**src/rtl/multiword_add_sequencer.sv**
```systemverilog
`default_nettype none
// ============================================================================
// Module   : multiword_add_sequencer
// Brief    : Word-serial wide add/subtract through one shared WORD_W-bit adder,
//            least-significant word first, with ready/valid on both sides.
// Revision : 1.0  initial release
// ============================================================================
module multiword_add_sequencer #(
    parameter int WORD_W = 32,
    parameter int WORDS  = 4
) (
    input  logic                     clk,
    input  logic                     rst_n,
    input  logic                     in_valid,
    output logic                     in_ready,
    input  logic [WORD_W*WORDS-1:0]  a,
    input  logic [WORD_W*WORDS-1:0]  b,
    input  logic                     cin,
    input  logic                     op_sub,
    output logic                     out_valid,
    input  logic                     out_ready,
    output logic [WORD_W*WORDS-1:0]  sum,
    output logic                     cout,
    output logic                     ovf,
    output logic                     busy
);

    localparam int N     = WORD_W * WORDS;
    localparam int IDX_W = (WORDS > 1) ? $clog2(WORDS) : 1;
    localparam logic [IDX_W-1:0] LAST_IDX = IDX_W'(WORDS - 1);

    typedef enum logic [1:0] {
        S_IDLE = 2'd0,
        S_ADD  = 2'd1,
        S_DONE = 2'd2
    } state_t;

    state_t            state_q, state_d;
    logic [N-1:0]      a_q, a_d;
    logic [N-1:0]      b_q, b_d;
    logic              carry_q, carry_d;
    logic [IDX_W-1:0]  idx_q, idx_d;
    logic [N-1:0]      sum_q, sum_d;
    logic              cout_q, cout_d;
    logic              ovf_q, ovf_d;

    // Operands shift right each ADD cycle, so the active word is always the low one.
    logic [WORD_W-1:0] a_word;
    logic [WORD_W-1:0] b_word;
    logic [WORD_W:0]   add_res;

    assign a_word  = a_q[WORD_W-1:0];
    assign b_word  = b_q[WORD_W-1:0];
    assign add_res = {1'b0, a_word} + {1'b0, b_word} + {{WORD_W{1'b0}}, carry_q};

    always_comb begin
        state_d = state_q;
        a_d     = a_q;
        b_d     = b_q;
        carry_d = carry_q;
        idx_d   = idx_q;
        sum_d   = sum_q;
        cout_d  = cout_q;
        ovf_d   = ovf_q;
        case (state_q)
            S_IDLE: begin
                if (in_valid) begin
                    a_d     = a;
                    b_d     = op_sub ? ~b : b;
                    carry_d = op_sub ? 1'b1 : cin;
                    idx_d   = '0;
                    state_d = S_ADD;
                end
            end
            S_ADD: begin
                a_d     = a_q >> WORD_W;
                b_d     = b_q >> WORD_W;
                carry_d = add_res[WORD_W];
                for (int k = 0; k < WORDS; k++) begin
                    if (idx_q == IDX_W'(k)) begin
                        sum_d[k*WORD_W +: WORD_W] = add_res[WORD_W-1:0];
                    end
                end
                if (idx_q == LAST_IDX) begin
                    // On the last word the operand MSBs are the sign bits of the full-width values.
                    cout_d  = add_res[WORD_W];
                    ovf_d   = (a_word[WORD_W-1] == b_word[WORD_W-1]) &&
                              (add_res[WORD_W-1] != a_word[WORD_W-1]);
                    state_d = S_DONE;
                end else begin
                    idx_d = idx_q + IDX_W'(1);
                end
            end
            S_DONE: begin
                if (out_ready) begin
                    state_d = S_IDLE;
                end
            end
            default: state_d = S_IDLE;
        endcase
    end

    always_ff @(posedge clk or negedge rst_n) begin
        if (!rst_n) begin
            state_q <= S_IDLE;
            a_q     <= '0;
            b_q     <= '0;
            carry_q <= 1'b0;
            idx_q   <= '0;
            sum_q   <= '0;
            cout_q  <= 1'b0;
            ovf_q   <= 1'b0;
        end else begin
            state_q <= state_d;
            a_q     <= a_d;
            b_q     <= b_d;
            carry_q <= carry_d;
            idx_q   <= idx_d;
            sum_q   <= sum_d;
            cout_q  <= cout_d;
            ovf_q   <= ovf_d;
        end
    end

    assign in_ready  = (state_q == S_IDLE);
    assign out_valid = (state_q == S_DONE);
    assign busy      = (state_q != S_IDLE);
    assign sum       = sum_q;
    assign cout      = cout_q;
    assign ovf       = ovf_q;

endmodule
`default_nettype wire

```
**config.mk**
```make
export PLATFORM = sky130hd
export DESIGN_NAME = multiword_add_sequencer
export DESIGN_NICKNAME = d
export VERILOG_FILES = /design/src/rtl/multiword_add_sequencer.sv
export SDC_FILE = /design/constraint.sdc
export NUM_CORES = 1
export LEC_CHECK = 0
export ABC_AREA = 0
export BUFFER_PORTS_ARGS = -buffer_cell sky130_fd_sc_hd__buf_2
export CAP_MARGIN = 20
export CORE_UTILIZATION = 50
export DETAILED_ROUTE_END_ITERATION = 10
export GPL_TIMING_DRIVEN = 0
export PLACE_DENSITY = 0.84
export SLEW_MARGIN = 20
export SYNTH_ARGS = -nofsm -noshare
export SYNTH_HDL_FRONTEND = slang
export SYNTH_SLANG_ARGS = --single-unit
```
**constraint.sdc**
```tcl
create_clock -name clk -period 2.8 [get_ports clk]
set_input_delay 0.14 -clock clk [delete_from_list [all_inputs] [get_ports clk]]
set_output_delay 0.14 -clock clk [all_outputs]
set_load 0.005 [all_outputs]
```
## Yosys cells after proc, flatten, opt, wreduce, memory -nomap -nowiden

Cells that the tools add are included.

- Bits in registers: 391
- Input bits: 262
- Logic and storage cells: 53

- Multiplexer cells: 15
- Bitwise operators: 1
- Eq/ne operators: 11
- Reduce and logical (&&, ||, !) cells: 12
- $add $sub $neg: 3

Operators by type and width:

| kind | count |
|---|---|
| 128-bit one-hot mux with 2 select lines | 2 |
| 128-bit 2-to-1 mux | 3 |
| 128-bit inverter | 1 |
| 32-bit by 32-bit adder with 33-bit output | 1 |
| 33-bit by 1-bit adder with 33-bit output | 1 |
| 2-bit 2-to-1 mux | 5 |
| 2-bit AND reduction | 5 |
| 2-bit equality test, second input constant | 3 |
| 2-bit inequality test, second input constant | 3 |
| 2-bit one-hot mux with 3 select lines | 1 |
| 3-bit AND reduction | 2 |
| 2-bit by 1-bit equality test with 1-bit output, second input constant | 2 |
| 2-bit zero test | 2 |
| 2-bit one-hot mux with 2 select lines | 1 |
| 2-bit nonzero test | 2 |
| 2-bit by 1-bit adder with 2-bit output, second input constant | 1 |
| 1-bit 2-to-1 mux | 2 |
| 2-bit by 1-bit inequality test with 1-bit output, second input constant | 1 |
| 1-bit one-hot mux with 2 select lines | 1 |
| 1-bit equality test | 1 |
| 1-bit logical AND | 1 |
| 1-bit inequality test | 1 |

## Depth between registers and ports, before layout

- Word-level depth: 4
- Depth in mapped cells: 10
- Gate-level depth less buffers: 9

## Least setup slack after synthesis

Ideal clock, no wire load.

- Kind: reg-to-reg
- From: register a_q[0]
- To: register sum_q[120], in the netlist sum[120]
- Setup slack: 0.130 ns
- Stages on the path, launching flop included: 10
- Data required time: 2.673 ns
- Arrival: 2.543 ns
- Cell sequence: dfrtp_1 fa_1 fa_1 a21oi_1 o21ai_0 a221oi_2 a211oi_2 nand2b_1 xnor2_2 o21ai_1

- Longest elaborated chain between the ends: 2

Ends and longest elaborated chain:

| item | line | text |
|---|---|---|
| start: declaration | 39 | `logic [N-1:0] a_q, a_d;` |
| start signal: assignment | 106 | `a_q <= '0;` |
| start signal: assignment | 115 | `a_q <= a_d;` |
| 32-bit by 32-bit adder with 33-bit output | 54 | `assign add_res = {1'b0, a_word} + {1'b0, b_word} + {{WORD_W{1'b0}}, carry_q};` |
| 33-bit by 1-bit adder with 33-bit output | 54 |  |
| end signal: assignment | 119 | `sum_q <= sum_d;` |
| end: declaration | 43 | `logic [N-1:0] sum_q, sum_d;` |

Every way passes these cells.
A chain may end at the register's enable or synchronous reset.

## Final worst setup path

- From: register state_q[0]
- To: register b_q[117]

- Longest elaborated chain between the ends: 3
- Elaborated cells between the ends (all ways): 6

Ends and longest elaborated chain:

| item | line | text |
|---|---|---|
| start: declaration | 38 | `state_t state_q, state_d;` |
| start signal: assignment | 114 | `state_q <= state_d;` |
| 2-bit by 1-bit equality test with 1-bit output or 2-bit zero test (tied branches) | 65 | `case (state_q)` |
| 2-bit nonzero test (no source line) or 2-bit inequality test (tied branches) | -- |  |
| 2-bit AND reduction (no source line) | -- |  |
| end signal: assignment | 107 | `b_q <= '0;` |
| end signal: assignment | 116 | `b_q <= b_d;` |
| end: declaration | 40 | `logic [N-1:0] b_q, b_d;` |

Parallel ways exist; a longest one is shown, timed or not.

==> results.md <==
Status:
- The flow ran to the end, and the final reports show no timing, DRC or antenna violations.

Yosys:
- In the post-synthesis netlist, the biggest area contributors are sky130_fd_sc_hd__dfrtp_1, sky130_fd_sc_hd__o21ai_0, sky130_fd_sc_hd__xor2_1, sky130_fd_sc_hd__mux2i_1, sky130_fd_sc_hd__nand2_1.
- Synthesis produced a netlist whose cell count is 1996.
- The synthesized area is 0.01953 mm².
- Dividing the synthesized area by the synthesized cell count gives 9.783 µm².
- The post-synthesis mux area share is 5.440%.
- The most used flip-flop cell after synthesis is sky130_fd_sc_hd__dfrtp_1.
- The register bit total from synthesis is 391.
- After synthesis, flip-flops and latches occupy 50.11% of the total area.
- The synthesized design contains 0 enable-type register cells.
- The largest family of logic cells by synthesized area is compound AO/OA/AOI/OAI gates.
- The synthesized netlist devotes 7.081% of its cell area to XOR and XNOR gates.
- The count of yosys warnings during synthesis is 0.
- The basic-gate share of the synthesized area counting and, or, nand and nor cells is 10.73%.
- The fraction of the mapped netlist area in compound gates is 20.74%.
- The most area-hungry cell type in the Yosys netlist is sky130_fd_sc_hd__dfrtp_1.
- After Yosys synthesis, full adders, half adders and majority gates account for 2.448% of the synthesized area.
- Yosys mapped the design onto 55 distinct sky130hd cell types.
- Counting flops with an async set or reset pin after synthesis yields a share of 100.0%.
- Of the post-synthesis cell area, the dominant cell type holds 50.11%.
- The synthesized netlist net count is 2295.

Clocking:
- After clock tree synthesis, the clock-pin slew on the worst setup and hold paths is 0.06 ns.
- The clock passes through at most 3 buffers.
- The insertion delay of the later-clocked pin in the worst-skew pair is 0.57 ns.
- Counting the buffers created by CTS gives 42.
- The number of sinks handled by clock tree synthesis is 391.
- The CTS tree is built.
- The tree is rooted in a sky130_fd_sc_hd__clkbuf_16.
- The H-tree generated during clock tree synthesis spans 2 levels.

Timing:
- The worst path uses 97.27% of the clock period.
- Static timing analysis puts the maximum clock frequency at 367.2 MHz.
- Setup violations remaining at the end of the flow were counted as 0.
- The sum of negative setup slack is 0 ns.
- The worst pin sits at a relative slew slack of 40.49%.
- The final count of hold timing violations is 0.
- The clock arrives with 0.01967 ns of skew.
- The time the worst path needs with I/O delays and setup is 2.724 ns.
- The slew at the pin closest to its max-slew limit is 0.8927 ns.
- The final-report max-slew violation count is 0.
- The worst setup slack after layout is 0.07640 ns.
- Setup repair after global routing could not meet its margin everywhere.

Pwr:
- The maximum vdd drop is 643.4 µV.
- The cell leakage power is 12.30 nW.
- Power spread over the standard cell area amounts to 1189 mW/mm².

Detailed routing:
- The length of routed wiring on met1 is 27630 µm.
- The wire length on met3 is 6838 µm.
- The highest layer touched by signal routing is met4.
- The final antenna-violating net count is 0.
- The length of the first detailed-routing pass in iterations is 6.
- In the routed design, unresolved DRC markers number 0.
- The via density per instance is 6.019.
- The starting DRC count in detailed routing is 1710.
- For this block, the routed nets add up to 73890 µm of wire.
- Dividing the detail-routed wire length by the instance count gives 22.84 µm.
- Summing over every cut layer, the via total after detailed routing is 19472.
- Wire segments on met2 add up to 34510 µm in the final route.

Cells and area:
- Cells with a size suffix above 1 make up 20.39% of the layout.
- The net total in the final layout is 2980.
- Relative to the synthesized area, the layout overhead comes to 35.18%.
- In the layout the commonest cells are sky130_fd_sc_hd__buf_2, sky130_fd_sc_hd__dfrtp_1, sky130_fd_sc_hd__o21ai_0.
- Leaving out fill and tap cells, the most frequent cell in the layout is sky130_fd_sc_hd__buf_2.
- The share of the core filled with cells is 68.46%.

Setup path:
- STA classifies the critical path startpoint as a register.
- The kind of critical path is register to register.
- The kind of cell adding the most delay to the critical path is buffers and inverters.
- The critical path contains buffers and inverters numbering 4 combined.
- The worst setup path is captured at a register.
- The maximum net fanout on the critical path is 10.
- The required time of the worst setup path is 3.30 ns.
- The slowest stage of the critical path belongs to the cell sky130_fd_sc_hd__buf_1.
- For this run, the slowest stage of the critical path takes 0.46 ns.
- The critical path goes through clkbuf_1 > o21bai_2 > clkbuf_1 > clkbuf_2 > buf_1 > a22o_1.
- The most repeated library cell on the critical path is sky130_fd_sc_hd__clkbuf_1.
- The endpoint arrival time on the critical path is 3.22 ns.

Floorplanning:
- 395 I/O pins were placed.
- The area enclosed by the die boundary is 0.03985 mm².
- In this run the core area contains 72 standard-cell rows.
- The floorplan die height is 199.6 µm.
- The floorplan die width is 199.6 µm.
- After floorplanning, the core was sized to cover 0.03856 mm².
- The initial core utilization is 50.64%.

GRT:
- The wire length of the first global-routing pass is 110800 µm.
- Global routing consumed, over all layers together, 36.92% of the routing resources.
- The number of global-route vias before repair is 19232.
- The number of antenna violations at the first check in global routing is 5.
- The total overflow left after global routing is 0.
- Entering global routing, the biggest net connects 103 pins.

Placement:
- In this run the tool buffered the top-level ports with 392 buffer cells.
- Timing analysis after detailed placement gives a worst setup slack of -0.3697 ns.
- The wire-length estimate of the detail-placed layout is 49150 µm.
- The routability-driven placement congestion ratio is 0.9509.

Min path:
- The path type of the worst min-delay path is input pin to register.

Flow run:
- The tool flagged a number of max-cap violations equal to 0.
-- per-stage QoR --
stage               cells  power [mW]  instance area (µm²)  hold slack (ns)
floorplan            1996       18.31                19530          -0.1556
global placement     2906       23.07                22140           0.3580
detailed placement   2910       23.74                22260           0.1490
CTS                  3226       30.42                26240         0.002839
global route         3234       33.18                26390          0.02898
finish               3235       31.39                26400          0.02429
-- where the power goes --
part	internal [mW]	total (mW)	switching, mW	leakage, nW
registers	8.18	10.3	2.10	4.97
logic	5.56	15.0	9.46	6.58
clock network	3.69	6.08	2.39	0.741
-- cell families after synthesis --
family                     Yosys count
adders and majority gates           37
and+or+nand+nor                    451
DFF                                391
AOI/OAI and AO/OA                  682
xor gates and xnor gates           157
buffers and inverters              173
muxes                              105
-- path summary, 6_finish.rpt --
kind	from	to	slack, ns	cells after the start
setup / recovery	state_q[0]	b_q[117]	0.08	6
hold / removal	b[84]	b_q[84]	0.02	4
setup reg to reg	state_q[0]	b_q[117]	0.08	6
hold reg to reg	sum[35]	sum[35]	0.48	2
max in group asynchronous	rst_n	a_q[105]	1.36	4
min in group asynchronous	rst_n	idx_q[1]	0.15	2
-- synth_stat cells (all sizes together) (21+ instances only) --
cell    count
nand2     255
xnor2      23
nor2       30
a22oi      96
ha         35
a22o       57
clkbuf    127
dfrtp     391
buf        28
a21oi     146
nor2b      99
nand4      21
mux2i      96
xor2      134
o21ai     328
-- flip-flops by register name, indices dropped and copies added, names as in the netlist --
| register | flops |
|---|---|
| state_q | 2 |
| carry_q | 1 |
| ovf | 1 |
| idx_q | 2 |
| a_q | 128 |
| b_q | 128 |
| sum | 128 |
| cout | 1 |
-- what timing repair did --
item,in CTS,in global routing
hold endpoints to repair,305,0
endpoints found under the setup margin,184,98
setup buffers,4,5
resized for setup,18,34
pin swaps,3,6
hold buffers,237,0
-- worst reg2reg max path: cells and delay by family (launching register included) --
kind	cells	cell delay, ns
flops	1	0.40
buf+inv	4	1.58
compound gates	2	0.69
-- layer usage --
metal / vias to the layer above / track usage [%]
met5: - / 0
met4: 0 / 22.90
met3: 347 / 7.696
met2: 1331 / 59.13
met1: 9377 / 45.69
li1: 8417 / -
-- cell type report --
cell class,count,area [µm²]
Sequential cell,391,9786
Buffer,154,618.1
Fill cell,2775,12160
Clock inverter,15,232.7
Antenna cell,5,12.51
Tap cell,518,648.1
Timing Repair Buffer,642,4522
Clock buffer,60,1262
Multi-Input combinational cell,1432,9246
Inverter,18,67.56
(Power assumes the default switching activity.)
